## src/rtl/io_port_responder.sv

```systemverilog
// Device-side responder for the processor's 16-bit I/O ports: a TX FIFO captures port
// writes for the host, and an RX FIFO feeds host words back to the processor's input port.
module io_port_responder #(
   parameter int WIDTH = 16,
   parameter int DEPTH = 8,
   parameter int AW    = 3
) (
   input  logic             clk,
   input  logic             reset,
   input  logic             cpu_iow,
   input  logic [WIDTH-1:0] cpu_port_out,
   input  logic             cpu_ior,
   output logic [WIDTH-1:0] cpu_port_in,
   output logic             host_tx_valid,
   output logic [WIDTH-1:0] host_tx_data,
   input  logic             host_tx_ready,
   input  logic             host_rx_valid,
   input  logic [WIDTH-1:0] host_rx_data,
   output logic             host_rx_ready,
   output logic [AW:0]      tx_count,
   output logic [AW:0]      rx_count,
   output logic             tx_overflow,
   output logic             rx_underflow,
   input  logic             flag_clr
);

   localparam logic [AW:0] FULL = (AW+1)'(DEPTH);

   logic [WIDTH-1:0] tx_mem_q [DEPTH];
   logic [WIDTH-1:0] rx_mem_q [DEPTH];

   logic [AW-1:0]    tx_wr_q, tx_wr_d, tx_rd_q, tx_rd_d;
   logic [AW-1:0]    rx_wr_q, rx_wr_d, rx_rd_q, rx_rd_d;
   logic [AW:0]      tx_cnt_q, tx_cnt_d, rx_cnt_q, rx_cnt_d;
   logic [WIDTH-1:0] last_q, last_d;
   logic             ovf_q, ovf_d, unf_q, unf_d;

   logic tx_push, tx_pop, rx_push, rx_pop;

   // Host handshakes: a word moves when valid and ready are both high at a rising edge;
   // valid never depends on ready, and host_tx_data holds steady while valid && !ready.
   always_comb begin
      tx_pop   = (tx_cnt_q != '0) && host_tx_ready;
      tx_push  = cpu_iow && ((tx_cnt_q != FULL) || tx_pop);
      rx_push  = host_rx_valid && (rx_cnt_q != FULL);
      rx_pop   = cpu_ior && (rx_cnt_q != '0);

      tx_wr_d  = tx_push ? tx_wr_q + AW'(1) : tx_wr_q;
      tx_rd_d  = tx_pop  ? tx_rd_q + AW'(1) : tx_rd_q;
      rx_wr_d  = rx_push ? rx_wr_q + AW'(1) : rx_wr_q;
      rx_rd_d  = rx_pop  ? rx_rd_q + AW'(1) : rx_rd_q;

      tx_cnt_d = tx_cnt_q;
      if (tx_push && !tx_pop) tx_cnt_d = tx_cnt_q + (AW+1)'(1);
      if (!tx_push && tx_pop) tx_cnt_d = tx_cnt_q - (AW+1)'(1);

      rx_cnt_d = rx_cnt_q;
      if (rx_push && !rx_pop) rx_cnt_d = rx_cnt_q + (AW+1)'(1);
      if (!rx_push && rx_pop) rx_cnt_d = rx_cnt_q - (AW+1)'(1);

      last_d   = rx_pop ? rx_mem_q[rx_rd_q] : last_q;

      // A fresh event in the same cycle as flag_clr keeps the flag set.
      ovf_d    = (cpu_iow && !tx_push) || (ovf_q && !flag_clr);
      unf_d    = (cpu_ior && (rx_cnt_q == '0)) || (unf_q && !flag_clr);
   end

   always_ff @(posedge clk) begin
      if (reset) begin
         tx_wr_q  <= '0;
         tx_rd_q  <= '0;
         rx_wr_q  <= '0;
         rx_rd_q  <= '0;
         tx_cnt_q <= '0;
         rx_cnt_q <= '0;
         last_q   <= '0;
         ovf_q    <= 1'b0;
         unf_q    <= 1'b0;
      end else begin
         tx_wr_q  <= tx_wr_d;
         tx_rd_q  <= tx_rd_d;
         rx_wr_q  <= rx_wr_d;
         rx_rd_q  <= rx_rd_d;
         tx_cnt_q <= tx_cnt_d;
         rx_cnt_q <= rx_cnt_d;
         last_q   <= last_d;
         ovf_q    <= ovf_d;
         unf_q    <= unf_d;
      end
   end

   // Storage is not reset; the counts alone decide which entries are live.
   always_ff @(posedge clk) begin
      if (!reset && tx_push) tx_mem_q[tx_wr_q] <= cpu_port_out;
      if (!reset && rx_push) rx_mem_q[rx_wr_q] <= host_rx_data;
   end

   assign host_tx_valid = (tx_cnt_q != '0);
   assign host_tx_data  = tx_mem_q[tx_rd_q];
   assign host_rx_ready = (rx_cnt_q != FULL);
   assign cpu_port_in   = (rx_cnt_q != '0) ? rx_mem_q[rx_rd_q] : last_q;
   assign tx_count      = tx_cnt_q;
   assign rx_count      = rx_cnt_q;
   assign tx_overflow   = ovf_q;
   assign rx_underflow  = unf_q;

endmodule

```

## config.mk

```make
export PLATFORM = sky130hd
export DESIGN_NAME = io_port_responder
export DESIGN_NICKNAME = d
export VERILOG_FILES = /design/src/rtl/io_port_responder.sv
export SDC_FILE = /design/constraint.sdc
export NUM_CORES = 1
export LEC_CHECK = 0
export CAP_MARGIN = 25
export CORE_UTILIZATION = 40
export DETAILED_ROUTE_END_ITERATION = 10
export PLACE_DENSITY = 0.63
export SLEW_MARGIN = 20
export SYNTH_ARGS = -nofsm -noshare
export SYNTH_HDL_FRONTEND = slang
export SYNTH_SLANG_ARGS = --single-unit
```

## constraint.sdc

```tcl
create_clock -name clk -period 3.9 [get_ports clk]
set_clock_uncertainty 0.2 [all_clocks]
set_input_delay 0.585 -clock clk [delete_from_list [all_inputs] [get_ports clk]]
set_output_delay 0.585 -clock clk [all_outputs]
set_load 0.01 [all_outputs]
```

# Word level (Yosys, flattened, before mapping)

Memories as Yosys holds them, arrays and structs flattened. A register that Yosys moved wholly into a read port is not among the register bits.
Index checks and enable logic that the tools add are counted.

Bits of input ports: 39
Latch bits: 0
ROM bits: 0
Word-level logic and storage cells: 62
Memories: 2
Bits in writable memories: 256
Flip-flop bits (word level): 38

Memories:

| name     | depth | width | read ports | clocked after memory_dff | wr ports | RTL line | RTL |
|---|---|---|---|---|---|---|---|
| rx_mem_q | 8     | 16    | 1          | 1                        | 1        | 30       | `logic [WIDTH-1:0] rx_mem_q [DEPTH];` |
| tx_mem_q | 8     | 16    | 1          | 1                        | 1        | 29       | `logic [WIDTH-1:0] tx_mem_q [DEPTH];` |

Add/sub/neg operators: 8
Bitwise operators: 0
$mul: 0
Magnitude comparators: 0
Equality and inequality tests: 2
Multiplexer cells: 13
Shift-type cells: 0
Divide/modulo/power cells: 0
Reduce and logical (&&, ||, !) cells: 28

Operators by type and width:

| kind                | count |
|---|---|
| $mux 16             | 1 |
| $mux 4              | 4 |
| $logic_and 1x1->1   | 14 |
| $add 3x1->3 const B | 4 |
| $mux 3              | 4 |
| $add 4x1->4 const B | 2 |
| $ne 4x4->1 const B  | 2 |
| $reduce_bool 4->1   | 2 |
| $sub 4x1->4 const B | 2 |
| $logic_not 1->1     | 6 |
| $logic_not 4->1     | 1 |
| $mux 1              | 4 |
| $reduce_bool 2->1   | 2 |
| $logic_or 1x1->1    | 3 |

# Longest topological paths before layout

Gate-level depths: netlist of the first run.

Depth in word-level cells: 7
Depth in mapped cells: 10
Depth with buffers taken out: 9

# Worst setup path after synthesis of the first run

Ideal clock, no wire load.

Path type: input-to-reg
Start point: input host_tx_ready
End point: memory tx_mem_q[6][0], enable pin
Slack: 0.432 ns
Data required time: 3.287 ns
Stages: 5
Data arrival time: 2.855 ns
Cells stage by stage: clkbuf_1 nand2b_1 o21ai_1 or3b_2 nor3b_1

Cells in the longest elaborated chain, start to end: 6

Ends and longest elaborated chain:

| element                      | RTL line | RTL |
|---|---|---|
| start: declaration           | 16       | `input logic host_tx_ready,` |
| $logic_and 1x1->1            | 43       | `tx_pop = (tx_cnt_q != '0) && host_tx_ready;` |
| $logic_or 1x1->1             | 44       | `tx_push = cpu_iow && ((tx_cnt_q != FULL) \|\| tx_pop);` |
| $logic_and 1x1->1            | 44       |  |
| $logic_and 1x1->1            | 94       | `if (!reset && tx_push) tx_mem_q[tx_wr_q] <= cpu_port_out;` |
| $mux 1                       | 94       |  |
| $mux 1 (not written as such) | 94       |  |
| end: declaration             | 29       |  |

Every way passes these cells.

==> metrics, run 1 <==
DRC errors left 0; Worst-path clk slew ~0.060 ns; Yosys reg bits 300; width of the die 173.1 um; DRT iter0 DRCs around 350; sequential share of the synthesized area 73.19%; layout cells sized above 1 between 20% and 30%; Peak VDD IR about 410 uV; hold depth 2; Crit. End Element output pin; Yosys warning count 0; Final setup viols 0; most common cell after layout, fill and taps aside edfxtp_1; Initial Utilization a little over 40%; final net count ~780; MaxCap Viol Count 0; Routed Antenna Nets 0; Async SR Flop Fraction 0%; Mapped Cells between 600 and 700; port bufs 82; CTS Root Buffer Type clkbuf_16; Setup TNS 0 ns; clock sink count 300; Reg power frac between 40% and 50%; max-slew violations 0; most frequent cells in the layout edfxtp_1 (256), clkdlybuf4s50_1 (82), mux4_2 (64), nor2_1 (47), dfxtp_1 (42); RR Startpoint rx_count[1]; crit path launch type register; met3 wire length roughly 1100 um; P&R area growth vs syn 20.26%; Logic pwr share between 20% and 30%; M1 WL 9653 um; switch share 28.55%; Cell Area, Synth 11710 um^2; number of global-route vias before repair 6320; RSZ-0062 raised after global routing false; Via Count approximately 5900; critical path data required time ~3.1 ns; Worst path slowest cell dfxtp_2; Hold WC Path Type reg -> reg; buffers inserted during post-CTS setup optimization 0; First-pass DRT Iterations 5; relative slew slack between 30% and 40%; Worst-Skew Late Latency around 0.55 ns; drt via density slightly above 5; synthesized area per cell between 15 and 20 um^2; largest net degree at the start of global routing 39; initial antenna violation count 2; Die Area 29960 um^2; post-synth top area cell edfxtp_1; final hold vios 0; Wirelength per Cell 20.05 um; Clk pwr share 29.5%; Peak Freq 277.0 MHz; Ports 83; reg2reg setup slack just over 0.7 ns; routed wl met2 roughly 12000 um; Post-CTS Resized 0; # fillers ~2400; Max Used Layer met4; Post-synth EDFFs between 200 and 300; run status completed; final core occ approximately 49%; Leakage about 4.5 nW; worst path cell trace buf_12, mux4_2, mux2i_1, a21oi_1, clkdlybuf4s50_1; area of the multi-input gates 3007 um^2; worst-case reg-to-reg path depth 9; r2r endpoint rx_count[2]; Netlist cell types 51; Critical Path End cpu_port_in[14]; main flop type after synthesis edfxtp_1; Crit path depth 5; GPL Wtd Cong between 0.7 and 0.8; min Tclk post-route roughly 3.6 ns; period utilization between 90% and 100%; WS Path Type reg -> out; global-route wire length before repair 36050 um; total gr overflow 0; top post-synthesis cells by area edfxtp_1 (66%), mux4_2 (12%), dfxtp_1 (7.5%); Psw roughly 2.7 mW; worst hold path startpoint last_q[10]; Pint around 6.7 mW; core footprint about 29000 um^2; final wirelength 22920 um; register area between 8000 and 9000 um^2; Hold Worst Slack 0.2495 ns; CTS tree yes; half-perimeter wire length after placement 13390 um; Row Count 62; GRT Total Usage between 15 and 20%; CP max FO 17; Hold Buf Count CTS 0; CP arrival approximately 2.8 ns; Pwr Density around 670 nW/um^2; worst-margin pin slew a little over 0.9 ns; Yosys top cell area share 65.66%; Num CTS Buffers 30; Die H around 170 um; max incr delay on CP around 0.66 ns; delay-heaviest family, CP buffers and inverters; Clock H-tree levels 1; Bufs and invs on worst path 2; CTS max path bufs 3; syn_nets around 680
## power by group through the flow
| stage | Combinational (mW) | Clock (mW) | Sequential [mW] |
|---|---|---|---|
| floorplan | 1.69 | 0 | 3.88 |
| global placement | 2.78 | 0 | 3.93 |
| detailed placement | 2.81 | 0 | 3.95 |
| CTS | 2.83 | 2.86 | 3.88 |
| global route | 3.01 | 2.98 | 3.91 |
| finish | 2.77 | 2.79 | 3.88 |
## stage by stage
stage | instance area [um^2] | setup slack (ns) | power [mW] | instances
4_1_cts | 14070 | 0.1940 | 9.568 | 1141
6_report | 14080 | 0.2896 | 9.433 | 1143
5_1_grt | 14080 | 0.06215 | 9.899 | 1142
3_5_place_dp | 13100 | 0.7193 | 6.760 | 1085
3_3_place_gp | 13100 | 0.7759 | 6.706 | 1085
2_1_floorplan | 11710 | 0.4318 | 5.572 | 630
## state kept, by name, indices dropped and copies added, names as in the netlist, named ones only
signal / flops
rx_mem_q: 128
rx_wr_q: 3
rx_rd_q: 3
tx_count: 4
tx_rd_q: 3
rx_underflow: 1
rx_count: 4
last_q: 16
tx_overflow: 1
tx_mem_q: 128
tx_wr_q: 3
## metal layers
metal	up-vias	GRT usage, %
met3	33	2.770
met5	-	0
met4	0	3.835
li1	2697	-
met2	126	27.89
met1	3020	19.79
## cells in the mapped netlist, types with 8 or more instances
| master | instances |
|---|---|
| a21oi_1 | 18 |
| clkbuf_1 | 15 |
| mux4_2 | 64 |
| nand2_1 | 23 |
| mux2_2 | 17 |
| buf_2 | 10 |
| mux2i_1 | 22 |
| dfxtp_1 | 44 |
| edfxtp_1 | 256 |
| nor3_1 | 9 |
| nor2_1 | 47 |
| o21ai_0 | 15 |
| xor2_1 | 9 |
| ha_1 | 8 |
## worst reg2reg max path: cells and delay by family, from the launching register on
family | cells | cell delay, ns
simple gates | 3 | 1.23
fa+ha+maj | 2 | 0.48
flops | 1 | 0.40
mux | 1 | 0.35
compound gates | 1 | 0.19
xor+xnor | 1 | 0.17
buf+inv | 1 | 0.06
## cells by family after synthesis
kind of cell / after synthesis / synth area share, %
XOR/XNOR: 12 / 0.8978
AND/OR/NAND/NOR: 113 / 4.660
buffers and inverters: 40 / 1.624
AO/OA/AOI/OAI: 52 / 2.683
multiplexers: 104 / 15.92
adder cells (fa/ha/maj): 9 / 1.026
flip-flops: 300 / 73.19
## worst min path at each step
stage            endpoint  slack, ns
2_1_floorplan  last_q[11]       0.22
3_3_place_gp    last_q[1]       0.24
3_5_place_dp    last_q[5]       0.24
4_1_cts         last_q[5]       0.25
5_1_grt         last_q[2]       0.28
6_report       last_q[10]       0.25
## area by class of cell
| cell class | instances | area share (%) |
|---|---|---|
| diodes | 2 | 0.03555 |
| multi-input cells | 290 | 21.35 |
| repair buffers | 105 | 7.234 |
| inverters | 6 | 0.1600 |
| well taps | 384 | 3.412 |
| flip-flops and latches | 300 | 60.87 |
| clock buffers | 41 | 5.910 |
| clock inverters | 15 | 1.022 |
(Power assumes the default switching activity.)
==> run 2, diff against run 1 <==
- CTS_CLUSTER_DIAMETER: not set -> 100
==> results of run 2 <==
No change in the layout: final DEF, timing and power equal those of run 1.
